--- config.mk ---
export PLATFORM = sky130hd
export DESIGN_NAME = ca_gen_sequencer_flat
export DESIGN_NICKNAME = d
export VERILOG_FILES = /design/src/rtl/ca_gen_sequencer_if.sv /design/src/rtl/ca_gen_sequencer.sv /design/src/flat_wrapper.sv
export SDC_FILE = /design/constraint.sdc
export NUM_CORES = 1
export LEC_CHECK = 0
export ABC_AREA = 1
export CAP_MARGIN = 20
export CORE_MARGIN = 2
export CORE_UTILIZATION = 50
export CTS_CLUSTER_DIAMETER = 30
export CTS_CLUSTER_SIZE = 12
export DETAILED_ROUTE_END_ITERATION = 7
export GPL_TIMING_DRIVEN = 0
export PLACE_DENSITY = 0.78
export REMOVE_ABC_BUFFERS = 1
export SLEW_MARGIN = 20
export SYNTH_ARGS = -nofsm -noshare
export SYNTH_HDL_FRONTEND = slang
export SYNTH_SLANG_ARGS = --single-unit
--- constraint.sdc ---
create_clock -name clk -period 2.3 [get_ports clk]
set_input_delay 0.46 -clock clk [delete_from_list [all_inputs] [get_ports clk]]
set_output_delay 0.46 -clock clk [all_outputs]
set_load 0.02 [all_outputs]
--- src/rtl/ca_gen_sequencer_if.sv ---
// Handshake/data bundle between a controlling agent and the CA generation sequencer.
// The master drives run requests and configuration; the slave (sequencer) returns
// the current generation and run status.
interface ca_gen_sequencer_if #(
  parameter int WIDTH = 8,
  parameter int CNT_W = 8
);
  logic             start;
  logic [WIDTH-1:0] seed;
  logic [3:0]       rule;
  logic [CNT_W-1:0] num_gens;
  logic             pause;
  logic [WIDTH-1:0] state_out;
  logic [CNT_W-1:0] gen_count;
  logic             gen_valid;
  logic             busy;
  logic             done;
  logic             stable;

  modport master (
    output start, seed, rule, num_gens, pause,
    input  state_out, gen_count, gen_valid, busy, done, stable
  );

  modport slave (
    input  start, seed, rule, num_gens, pause,
    output state_out, gen_count, gen_valid, busy, done, stable
  );
endinterface

--- src/rtl/ca_gen_sequencer.sv ---
// Sequencer around the cyclic two-cell cellular automaton rule stage.
// Loads a seed, iterates generations under a latched 4-bit rule for a
// programmed count, and optionally stops early when a fixed point is reached.
//
//   state   | meaning
//   --------+------------------------------------------------------------
//   ST_IDLE | waiting for start; outputs hold the last run's results
//   ST_RUN  | one generation per unpaused cycle until count or fixed point
//   ST_DONE | single-cycle done pulse (busy still high), then back to idle
module ca_gen_sequencer #(
  parameter int WIDTH      = 8,
  parameter int CNT_W      = 8,
  parameter bit EARLY_STOP = 1'b1
) (
  input  logic                  clk,
  input  logic                  reset_n,
  ca_gen_sequencer_if.slave     bus
);

  typedef enum logic [1:0] {
    ST_IDLE = 2'd0,
    ST_RUN  = 2'd1,
    ST_DONE = 2'd2
  } state_t;

  state_t           r_fsm;
  logic [WIDTH-1:0] r_state;
  logic [3:0]       r_rule;
  logic [CNT_W-1:0] r_num_gens;
  logic [CNT_W-1:0] r_gen_count;
  logic             r_gen_valid;
  logic             r_busy;
  logic             r_done;
  logic             r_stable;

  logic [WIDTH-1:0] w_nxt;
  logic [CNT_W-1:0] w_cnt_inc;

  // Rule stage: each cell looks itself up with its upper neighbour, wrapping at the top cell.
  for (genvar gi = 0; gi < WIDTH; gi++) begin : g_cell
    localparam int NB = (gi + 1) % WIDTH;
    assign w_nxt[gi] = r_rule[{r_state[NB], r_state[gi]}];
  end

  // The terminal compare uses the incremented value, so the counter never has to wrap.
  assign w_cnt_inc = r_gen_count + 1'b1;

  // Run-control FSM; all outputs are registered here.
  always_ff @(posedge clk or negedge reset_n) begin
    if (!reset_n) begin
      r_fsm       <= ST_IDLE;
      r_state     <= '0;
      r_rule      <= '0;
      r_num_gens  <= '0;
      r_gen_count <= '0;
      r_gen_valid <= 1'b0;
      r_busy      <= 1'b0;
      r_done      <= 1'b0;
      r_stable    <= 1'b0;
    end else begin
      r_gen_valid <= 1'b0;
      r_done      <= 1'b0;
      case (r_fsm)
        ST_IDLE: begin
          if (bus.start) begin
            r_state     <= bus.seed;
            r_rule      <= bus.rule;
            r_num_gens  <= bus.num_gens;
            r_gen_count <= '0;
            r_stable    <= 1'b0;
            r_busy      <= 1'b1;
            if (bus.num_gens == '0) begin
              r_done <= 1'b1;
              r_fsm  <= ST_DONE;
            end else begin
              r_fsm  <= ST_RUN;
            end
          end
        end
        ST_RUN: begin
          if (!bus.pause) begin
            if (EARLY_STOP && (w_nxt == r_state)) begin
              // Fixed point: nothing would change, so finish without a new generation.
              r_stable <= 1'b1;
              r_done   <= 1'b1;
              r_fsm    <= ST_DONE;
            end else begin
              r_state     <= w_nxt;
              r_gen_count <= w_cnt_inc;
              r_gen_valid <= 1'b1;
              if (w_cnt_inc == r_num_gens) begin
                r_done <= 1'b1;
                r_fsm  <= ST_DONE;
              end
            end
          end
        end
        ST_DONE: begin
          r_busy <= 1'b0;
          r_fsm  <= ST_IDLE;
        end
        default: r_fsm <= ST_IDLE;
      endcase
    end
  end

  assign bus.state_out = r_state;
  assign bus.gen_count = r_gen_count;
  assign bus.gen_valid = r_gen_valid;
  assign bus.busy      = r_busy;
  assign bus.done      = r_done;
  assign bus.stable    = r_stable;

endmodule
--- src/flat_wrapper.sv ---
// flat-port wrapper written by rule: the top's interface ports become plain ports
module ca_gen_sequencer_flat 
#(
  parameter int WIDTH      = 8,
  parameter int CNT_W      = 8,
  parameter bit EARLY_STOP = 1'b1
)
  (clk, reset_n, bus_start, bus_seed, bus_rule, bus_num_gens, bus_pause, bus_state_out, bus_gen_count, bus_gen_valid, bus_busy, bus_done, bus_stable);
  ca_gen_sequencer_if #(.WIDTH(WIDTH), .CNT_W(CNT_W)) bus_i ();
  input  logic clk;
  input  logic reset_n;
  input wire logic [$bits(bus_i.start)-1:0] bus_start;
  input wire logic [$bits(bus_i.seed)-1:0] bus_seed;
  input wire logic [$bits(bus_i.rule)-1:0] bus_rule;
  input wire logic [$bits(bus_i.num_gens)-1:0] bus_num_gens;
  input wire logic [$bits(bus_i.pause)-1:0] bus_pause;
  output wire logic [$bits(bus_i.state_out)-1:0] bus_state_out;
  output wire logic [$bits(bus_i.gen_count)-1:0] bus_gen_count;
  output wire logic [$bits(bus_i.gen_valid)-1:0] bus_gen_valid;
  output wire logic [$bits(bus_i.busy)-1:0] bus_busy;
  output wire logic [$bits(bus_i.done)-1:0] bus_done;
  output wire logic [$bits(bus_i.stable)-1:0] bus_stable;
  assign bus_i.start = bus_start;
  assign bus_i.seed = bus_seed;
  assign bus_i.rule = bus_rule;
  assign bus_i.num_gens = bus_num_gens;
  assign bus_i.pause = bus_pause;
  assign bus_state_out = bus_i.state_out;
  assign bus_gen_count = bus_i.gen_count;
  assign bus_gen_valid = bus_i.gen_valid;
  assign bus_busy = bus_i.busy;
  assign bus_done = bus_i.done;
  assign bus_stable = bus_i.stable;
  ca_gen_sequencer #(.WIDTH(WIDTH), .CNT_W(CNT_W), .EARLY_STOP(EARLY_STOP)) u_core (.clk(clk), .reset_n(reset_n), .bus(bus_i));
endmodule
# Yosys cells after proc, flatten, opt, wreduce, memory -nomap -nowiden
# Index checks and enable logic that the tools add are counted.
[op_classes]
addsub = 1
n_lt_le_gt_ge = 8
n_eq_ne = 9
muxes = 45
n_reduce_logical = 9
[ops]
columns = ["op", "count"]
rows = [
  ["$mux 8", 6],
  ["$pmux 8 s2", 2],
  ["$lt 2x3->1 const B", 8],
  ["$mux 1", 20],
  ["$bmux 1 s2", 8],
  ["$eq 8x8->1", 2],
  ["$mux 2", 5],
  ["$add 8x1->8 const B", 1],
  ["$logic_not 8->1", 1],
  ["$reduce_and 4->1", 2],
  ["$ne 2x2->1 const B", 3],
  ["$pmux 1 s2", 3],
  ["$pmux 2 s2", 1],
  ["$reduce_and 2->1", 2],
  ["$reduce_bool 2->1", 2],
  ["$ne 3x1->1 const B", 1],
  ["$reduce_and 3->1", 1],
  ["$eq 2x1->1 const B", 1],
  ["$eq 2x2->1 const B", 1],
  ["$logic_not 2->1", 1],
  ["$ne 2x1->1 const B", 1],
]
[totals]
register_bits = 34
elab_cells = 81

# Longest topological paths before layout
[depth]
depth_word = 6
mapped_depth = 14
ltp_nobuf = 14

# Worst setup path after synthesis
# No wires, ideal clock.
[synth_path]
kind = "reg-to-reg"
startpoint = "reg u_core.r_gen_count[0] (netlist: u_core.bus.gen_count[0])"
endpoint = "reg u_core.r_fsm[0]"
setup_time_ns = 0.117
arrival_ns = 1.651
slack_ns = 0.533
path_stages_with_launch = 13
path_buffers = 0
synth_period_minus_slack_ns = 1.767
cell_sequence = "dfrtp_1 > ha_1 > nand2_1 > nor2_1 > nand3_1 > nand3_1 > nand2_1 > nor2_1 > nand3_1 > nand3_1 > nand2_1 > nand2_1 > nand2_1"
[synth_between]
elab_chain_len = 4
[synth_lines]
columns = ["item", "line_no", "text"]
rows = [
  ["start, declared", "ca_gen_sequencer.sv:30", "logic [CNT_W-1:0] r_gen_count;"],
  ["start signal, assigned", "ca_gen_sequencer.sv:89", "r_gen_count <= w_cnt_inc;"],
  ["$add 8x1->8", "ca_gen_sequencer.sv:46", "assign w_cnt_inc = r_gen_count + 1'b1;"],
  ["$eq 8x8->1", "ca_gen_sequencer.sv:91", "if (w_cnt_inc == r_num_gens) begin"],
  ["$ne 3x1->1 (no source line)", "-", ""],
  ["$reduce_and 3->1 (no source line)", "-", ""],
  ["end signal, assigned", "ca_gen_sequencer.sv:51", "r_fsm <= ST_IDLE;"],
  ["end signal, assigned", "ca_gen_sequencer.sv:93", "r_fsm <= ST_DONE;"],
  ["end signal, assigned", "ca_gen_sequencer.sv:100", "r_fsm <= ST_IDLE;"],
  ["end, declared", "ca_gen_sequencer.sv:26", "state_t r_fsm;"],
]
# No other way between the ends.
# A chain may end at the register's enable or synchronous reset.

# Worst setup path in the final report
[layout_path]
startpoint = "reg u_core.r_rule[2]"
endpoint = "reg u_core.r_gen_count[5] (netlist: u_core.bus.gen_count[5])"
[layout_between]
elab_chain_len = 5
elab_cells_between_ends = 19
classes_between = "2 x eq/ne; 16 x mux; 1 x reduce/logical"
[layout_lines]
columns = ["item", "line_no", "text"]
rows = [
  ["start, declared", "ca_gen_sequencer.sv:28", "logic [3:0] r_rule;"],
  ["start signal, assigned", "ca_gen_sequencer.sv:67", "r_rule <= bus.rule;"],
  ["$bmux 1 s2", "ca_gen_sequencer.sv:42", "assign w_nxt[gi] = r_rule[{r_state[NB], r_state[gi]}];"],
  ["$mux 1 (not written as such)", "ca_gen_sequencer.sv:42", ""],
  ["$eq 8x8->1 (*)", "ca_gen_sequencer.sv:82", "if (EARLY_STOP && (w_nxt == r_state)) begin"],
  ["$ne 2x2->1 (no source line) (*)", "-", ""],
  ["$reduce_and 4->1 (no source line) (*)", "-", ""],
]
# Every way passes the cells marked *; elsewhere a longest branch is shown, timed or not. The select of a mux whose other input is x is not followed.

==> metrics.txt <==
share of cells above drive strength 1 11.91%; TritonCTS Buffers 5; worst r2r dst u_core.bus.gen_count[5]; global-route wire length before repair 8880 um; gr usage total 22.91%; number of global-route vias before repair 1,974; Antenna Cells 0; Initial Utilization 51.17%; final setup vio count 0; total negative slack 0 ps; switch share 48.16%; Core ar. 4264 sq um; crit path max fanout 16; fmax 490.8 MHz; reg2reg start u_core.r_rule[2]; post-DR wirelength/cell 12.77 um; io pins 44; Worst Slack Setup Final 262.4 ps; Setup WS pre-CTS -380.6 ps; dpl cell area 2646 sq um; status completed; total number of vias 2,139; final count of pins violating max slew 0; most frequent cells in the layout 109 x nand2_1, 42 x nand3_1, 42 x clkdlybuf4s50_1; sequential fraction of the synthesis area 38.99%; peak supply drop 0.7474 mV; CP Capture Type flip-flop; clk root buf clkbuf_8; Via density 5.179; Worst Max-Slew Pin Slew 608.0 ps; Critical Path RT 2460 ps; row count 24; CP Launch Type flip-flop; Synth Warn # 0; Tot Pwr 3.537 mW; CTS tree built; DRT iter0 DRCs 109; post-synthesis cell type count 23; min Tclk post-route 2038 ps; die width 70.06 um; flops & latches, synth 34; H-tree depth 2; largest net degree at the start of global routing 28; Clock power frac 13.4%; die extent in y 70.06 um; HP Class in2async; switching pwr 1.703 mW; part of the power in combinational logic 57.5%; P&R area growth vs syn 28.10%; CP arrival 2190 ps; Power Dens Cells 1265 nW/um^2; Layout Skew 4.566 ps; final WL 5272 um; routability cong. 0.8057; max-cap violation count 0; Final period util 88.59%; post-route ant nets 0; R2R Setup Slk 260 ps; hold slack final 22.87 ps; Hold Buf Count CTS 0; clk_lat worst skew 290 ps; synthesized area 2182 sq um; PortBufs 43; initial antenna violation count 0; post-synthesis cell count 313; Pre-antenna DRT Iters 4; DIE AREA 4908 sq um; fin nets 385; Reg power frac 29.1%; clock slew at reported path FFs 70 ps; CTS Sinks 34; Rel. slew slack 59.37%; Internal Power 1.833 mW; HPWL Detailed 3624 um; Synth Area per Inst 6.972 sq um; commonest non-fill, non-tap cell in the layout nand2_1; RSZ-0062 raised after global routing no; CP Class reg2reg; R2R depth 10; Leakage 1.304 nW; deepest clock path buffer count 2; drt drc 0; Hold Vio Cnt, Final 0; GRT overflow 0; Critical Path Start u_core.r_rule[2]; Final Cell Area 2795 sq um; FILL cells 386
## worst max-delay path, stage by stage (launching register included)
cell and delay [ps]:
dfrtp_1 390, inv_1 210, nand2_1 80, nand3_1 120, nand2_1 60, nand2_1 50
nand3_1 90, nor2_2 160, nand2_2 140, o21ai_4 420, o21ai_0 160
## power groups by stage
stage	Sequential (mW)	Combinational, mW	Clock, mW
floorplan	1.11	1.27	0
global placement	1.03	1.86	0
detailed placement	1.03	1.92	0
CTS	1.03	1.98	0.478
global route	1.06	2.27	0.502
finish	1.03	2.04	0.472
## Yosys cell counts, drive strengths merged
library cell / instances / area (sq um)
dfrtp: 34 / 850.8
nand2: 111 / 421.7
o21ai: 41 / 272.8
a21oi: 1 / 5.000
buf: 3 / 33.78
clkbuf: 4 / 15.01
inv: 38 / 142.6
and2: 1 / 6.260
nand4: 3 / 18.77
ha: 1 / 12.51
nor2: 22 / 92.58
o211ai: 5 / 37.54
o21a: 1 / 7.510
nand3b: 1 / 7.510
xor2: 1 / 8.760
nand3: 45 / 240.2
xnor2: 1 / 8.760
## metrics by stage
step                      utilization [%]  cells
after floorplan                         -    306
after global placement              61.65    401
after detailed placement            62.06    402
after CTS                           64.91    411
after global routing                65.55    413
final                               65.55    413
## sequential cells by signal, indices dropped and copies added (netlist names)
register / count
u_core.bus.busy: 1
u_core.bus.done: 1
u_core.bus.gen_count: 8
u_core.bus.gen_valid: 1
u_core.bus.stable: 1
u_core.bus.state_out: 8
u_core.r_fsm: 2
u_core.r_num_gens: 8
u_core.r_rule: 4
## per-layer routing
metal | share of wire (%) | GRT usage (%)
met2 | 48 | 37.57
met3 | 3.9 | 4.618
met5 | 0 | 0
met1 | 47 | 30.26
met4 | 1.3 | 7.906
## cells by family (layout without fill, tap and decap cells)
| kind of cell | count (synthesis) | count (layout) | synth area share [%] |
|---|---|---|---|
| DFF | 34 | 34 | 38.99 |
| buffers and inverters | 45 | 92 | 8.772 |
| and+or+nand+nor | 183 | 183 | 36.07 |
| xor gates and xnor gates | 2 | 2 | 0.8029 |
| adders and majority gates | 1 | 1 | 0.5733 |
| AOI/OAI and AO/OA | 48 | 49 | 14.79 |
## worst max-delay path by stage
stage	to	slack [ps]	depth (start not counted)
after detailed placement	u_core.bus.gen_count[4]	-380	8
after floorplan	u_core.bus.gen_count[0]	240	8
final	u_core.bus.gen_count[5]	260	10
after global routing	u_core.bus.gen_count[4]	30	10
after CTS	u_core.bus.gen_count[3]	140	11
after global placement	u_core.bus.gen_count[6]	-770	8
## cell type report
class                           instances  area [sq um]  share of cell area [%]
Sequential cell                        34         850.8                   30.44
Timing Repair Buffer                   46         473.0                   16.92
Tap cell                               52         65.06                   2.328
Multi-Input combinational cell        235          1169                   41.81
Clock inverter                          2         12.51                  0.4476
Inverter                               38         142.6                   5.103
Clock buffer                            6         82.58                   2.954
## what timing repair did
action	4_1_cts	5_1_grt
cloned	1	0
pin swaps	0	1
resized for setup	3	0
buffers inserted	0	2
setup endpoints to repair	16	3
(Power assumes the default switching activity.)
==> RTL edit 1, RTL diff (same flow settings) <==
`WIDTH` is set to 8 in 3 places; all go to 10.
--- a/src/rtl/ca_gen_sequencer_if.sv
+++ b/src/rtl/ca_gen_sequencer_if.sv
@@ -2,7 +2,7 @@
 // The master drives run requests and configuration; the slave (sequencer) returns
 // the current generation and run status.
 interface ca_gen_sequencer_if #(
-  parameter int WIDTH = 8,
+  parameter int WIDTH = 10,
   parameter int CNT_W = 8
 );
   logic             start;
--- a/src/rtl/ca_gen_sequencer.sv
+++ b/src/rtl/ca_gen_sequencer.sv
@@ -8,7 +8,7 @@
 //   ST_RUN  | one generation per unpaused cycle until count or fixed point
 //   ST_DONE | single-cycle done pulse (busy still high), then back to idle
 module ca_gen_sequencer #(
-  parameter int WIDTH      = 8,
+  parameter int WIDTH      = 10,
   parameter int CNT_W      = 8,
   parameter bit EARLY_STOP = 1'b1
 ) (
--- a/src/flat_wrapper.sv
+++ b/src/flat_wrapper.sv
@@ -1,7 +1,7 @@
 // flat-port wrapper written by rule: the top's interface ports become plain ports
 module ca_gen_sequencer_flat 
 #(
-  parameter int WIDTH      = 8,
+  parameter int WIDTH      = 10,
   parameter int CNT_W      = 8,
   parameter bit EARLY_STOP = 1'b1
 )
Interface: changed (resized bus_seed and bus_state_out); port bits go from 44 to 48. No check against the original RTL was run, so the function may have changed too.
==> RTL edit 1 against the original RTL <==
  * Fmax is 0.33% lower
  * Final cell count is 7.7% higher
  * Wire length is 8.0% higher
  * Design area is 5.1% higher
  * Total power is 9.3% higher
  * Hold slack better by 11 ps
  * Setup slack worse by 6.7 ps
  * Synthesized area is 9.1% higher
  * Non-clock buffer count is 2 higher
  * Sequential cell count is 2 higher
  * Combinational power is 12% higher
  * Via count is 14% higher
  * Critical path type unchanged
  * Largest power group unchanged
==> RTL edit 1: results (changes against the original RTL) <==
Routing
  • Via density: 5.46 (was 5.18)
  • Drt pass-1 iters: 5 (was 4)
  • Drt first-iter violations: 171 (was 109)
  • Drt wl/cell: 12.8 um (about the same)
  • Routed WL: 5.69 mm (was 5.27 mm)

Layout
  • ANT cells: 0 (unchanged)
  • NumNets Final: 420 (was 385)
  • Share of layout cells above drive strength 1: 0.115 (was 0.119)
  • Max reg flops: 10
  • Fillers: 443 (was 386)

Clocking
  • Clock transition at path regs: 70 ps (about the same)
  • Clk_lat worst skew: 290 ps (about the same)
  • CTS resizes: 0 (was 3)
  • Max H-tree Level: 2 (unchanged)
  • Root Driver: clkbuf_8 (unchanged)

GRT
  • GRT Util Overall: 0.226 (was 0.229)
  • Vias in the first global route: 2205 (was 1974)
  • First-pass GRT wire length: 9.49 mm (was 8.88 mm)
  • Largest net degree at the start of global routing: 37 (was 28)

Logic synthesis
  • Synth cell count leaders: nand2_1, nand3_1, dfrtp_1 (was nand2_1, nand3_1, dfrtp_1, inv_1, o21ai_0)
  • Register area share after synthesis: 0.378 (was 0.390)
  • Asr flop ratio synth: 1.00 (unchanged)
  • Synth Area per Inst: 6.88 um^2 (was 6.97 um^2)
  • Distinct cells, synth: 33 (was 23)
  • Top cells by area, synth: dfrtp_1, nand2_1, nand3_1 (unchanged)

Setup path
  • Slowest stage delay, CP: 470 ps (was 420 ps)
  • Worst path slowest cell: dfrtp_1 (was o21ai_4)
  • CP Data Arrival Time: 2250 ps (was 2190 ps)
  • CP max FO: 36 (was 16)
  • R2R Path Start: u_core.bus.state_out[2] (was u_core.r_rule[2])

Place
  • Final Wtd Congestion: 0.855 (was 0.806)
  • DP HPWL: 4.05 mm (was 3.62 mm)
  • Port-buffer cells: 47 (was 43)
  • Placed Cells: 439 (was 402)
  • Pre-CTS setup slack: 113 ps (was -381 ps)

Power
  • Maximum vdd drop: 0.000502 V (was 0.000747 V)
  • Leakage power: 1.39 nW (was 1.30 nW)

Status
  • Status: completed (unchanged)

Timing
  • Clock Skew: 4.29 ps (was 4.57 ps)
  • Max-slew headroom: 0.504 (was 0.594)
==> RTL edit 1: changes by cell type after synthesis, moves of 3 or more <==
| cell | before | now |
|---|---|---|
| o211ai_1 | 5 | 2 |
| o21bai_1 | 0 | 4 |
| a31o_2 | 0 | 4 |
| nor2_1 | 18 | 35 |
| inv_2 | 4 | 9 |
| inv_1 | 34 | 27 |
| o21ai_0 | 25 | 7 |
| a21oi_1 | 1 | 10 |
| o21ai_2 | 15 | 12 |
| nand2_1 | 109 | 121 |
| o21ai_1 | 0 | 7 |
==> RTL edit 1: metrics by stage <==
step,TNS [ps],cell area [um^2]
global placement,-3930,2850
detailed placement,0,2860
global route,0,2940
CTS,0,2930
floorplan,0,2310
finish,0,2940
==> RTL edit 1: cell type report <==
type	instances	area [um^2]	area share
multi-input cells	266	1280	0.435
flip-flops and latches	36	901	0.307
repair buffers	48	485	0.165
inverters	36	135	0.0460
clock buffers	5	68.8	0.0234
well taps	54	67.6	0.0230
==> RTL edit 1: final timing paths <==
| kind | to | slack [ps] | depth (start not counted) |
|---|---|---|---|
| max reg2reg | u_core.bus.gen_count[6] | 260 | 11 |
| min | u_core.bus.state_out[1] | 30 | 1 |
| max in group asynchronous | u_core.r_fsm[0] | 1830 | 2 |
| min reg2reg | u_core.bus.stable | 500 | 2 |
| min in group clk | u_core.bus.stable | 500 | 2 |
| max | u_core.bus.gen_count[6] | 260 | 11 |
==> RTL edit 1: worst max-delay path, delay by kind of cell (launching register included) <==
| family | cells | cell delay [ps] |
|---|---|---|
| AOI/OAI and AO/OA | 1 | 110 |
| and+or+nand+nor | 9 | 1220 |
| DFF | 1 | 470 |
| buffers and inverters | 1 | 120 |
==> RTL edit 1: where the power goes <==
part	switching [mW]	internal, mW
Combinational	1.41	0.880
Sequential	0.284	0.880
Clock	0.217	0.195
Total	1.91	1.96
==> RTL edit 1: kinds of logic (layout without fill, tap and decap cells) <==
kind of cell	count (synthesis)	in the layout	share of synthesized area
simple gates	213	214	0.383
compound gates	48	48	0.135
buf+inv	45	89	0.0872
flops	36	36	0.378
xor+xnor	2	2	0.00736
fa+ha+maj	1	1	0.00525
mux	1	1	0.00473
==> RTL edit 1: routing by layer <==
layer  GRT usage  part of all wire  vias to the layer above
met4      0.0864             0.025                        0
met3      0.0470             0.062                       20
li1            -                 -                     1218
met5           0                 0                        -
met1       0.276              0.43                     1092
met2       0.390              0.48                      101
==> RTL edit 2, RTL diff (same flow settings) <==
Without the edit above. The 3 states of `state_t` get a one-hot encoding in 3 bits.
--- a/src/rtl/ca_gen_sequencer.sv
+++ b/src/rtl/ca_gen_sequencer.sv
@@ -17,10 +17,10 @@
   ca_gen_sequencer_if.slave     bus
 );
 
-  typedef enum logic [1:0] {
-    ST_IDLE = 2'd0,
-    ST_RUN  = 2'd1,
-    ST_DONE = 2'd2
+  typedef enum logic [2:0] {
+    ST_IDLE = 3'b001,
+    ST_RUN  = 3'b010,
+    ST_DONE = 3'b100
   } state_t;
 
   state_t           r_fsm;
Function: same outputs for any inputs over 4 cycles, from zero or initial values and one cycle with reset_n low; so few cycles prove little.
==> RTL edit 2 against the original RTL <==
  * Total power grew 3.0%
  * Die area rose by 3.0%
  * Wire length rose by 15%
  * Largest cell class unchanged
  * Design area rose by 1.5%
  * Critical endpoint is now u_core.r_fsm[1]
  * Clock power grew 8.1%
  * Setup slack lost 12 ps
  * Sequential cell count is 1 higher
  * Highest routed layer unchanged
  * Final cell count is 3.9% higher
  * Synthesized area rose by 3.2%
  * First-iteration DRC count rose by 110%
==> RTL edit 2: results (changes against the original RTL) <==
Status
  • Status: completed (unchanged)

GRT
  • Met2 Track Usage GR: 0.391 (was 0.376)
  • Grt met1 use: 0.324 (was 0.303)
  • First-pass GRT wire length: 9.78 mm (was 8.88 mm)
  • Met3 GRT Util: 0.0385 (was 0.0462)
  • Largest net degree at the start of global routing: 25 (was 28)
  • GRT Util Overall: 0.241 (was 0.229)

Layout
  • NumNets Final: 401 (was 385)
  • Fin cells: 429 (was 413)
  • Fillers: 383 (was 386)

Routing
  • Drt wl/cell: 14.1 um (was 12.8 um)
  • Met3 WL: 333 um (was 207 um)
  • Via Count: 2387 (was 2139)
  • Met2 routed WL: 2.90 mm (was 2.52 mm)
  • Drt first-iter violations: 226 (was 109)
  • WL met1: 2.72 mm (was 2.47 mm)
  • Drt pass-1 iters: 5 (was 4)

Power
  • Clock power share: 0.140 (was 0.134)
  • Maximum vdd drop: 0.000952 V (was 0.000747 V)
  • Combinational group share of total power: 0.562 (was 0.575)
  • Leakage power: 1.38 nW (was 1.30 nW)
  • Internal power: 1.84 mW (was 1.83 mW)

Place
  • Pre-CTS setup slack: 114 ps (was -381 ps)
  • DP HPWL: 4.04 mm (was 3.62 mm)
  • Placed Cells: 420 (was 402)
  • Placement Cell Area: 2720 um^2 (was 2650 um^2)

Setup path
  • CP max FO: 20 (was 16)
  • Worst path slowest cell: inv_1 (was o21ai_4)
  • Req. time, crit path: 2480 ps (was 2460 ps)
  • FF-to-FF path depth: 9 (was 10)
  • Critical path origin: u_core.r_fsm[1] (was u_core.r_rule[2])

Timing
  • Clock Skew: 12.9 ps (was 4.57 ps)
  • Achievable frequency: 488 MHz (was 491 MHz)
  • Max-slew headroom: 0.401 (was 0.594)

Logic synthesis
  • Distinct cells, synth: 35 (was 23)
  • Synth cell count leaders: nand2_1, nand3_1, dfrtp_1, inv_1, nor2_1 (was nand2_1, nand3_1, dfrtp_1, inv_1, o21ai_0)
  • Register area share after synthesis: 0.389 (was 0.390)
  • Top cells by area, synth: dfrtp_1, nand2_1, nand3_1 (unchanged)
-- RTL edit 2: cells by family after synthesis --
group / count (synthesis) / synth area share
simple gates: 217 / 0.432
buf+inv: 47 / 0.0900
flops: 35 / 0.389
compound gates: 30 / 0.0756
xor+xnor: 2 / 0.00778
fa+ha+maj: 1 / 0.00555
-- RTL edit 2: metrics by stage --
step / power (mW) / hold slack [ps]
5_1_grt: 3.92 / 105
4_1_cts: 3.59 / 99.1
3_5_place_dp: 3.08 / 410
3_3_place_gp: 3.01 / 474
6_report: 3.64 / 86.3
2_1_floorplan: 2.44 / 164
-- RTL edit 2: area by class of cell --
cell class / count / area (um^2) / area share
clock buffers: 8 / 100 / 0.0353
flip-flops and latches: 35 / 877 / 0.309
well taps: 52 / 65.1 / 0.0229
inverters: 39 / 146 / 0.0516
multi-input cells: 251 / 1200 / 0.422
repair buffers: 44 / 453 / 0.160
-- RTL edit 2: what timing repair did --
action | CTS | global route
resized for setup | 0 | 2
hold endpoints to repair | 0 | 0
setup endpoints to repair | 0 | 19
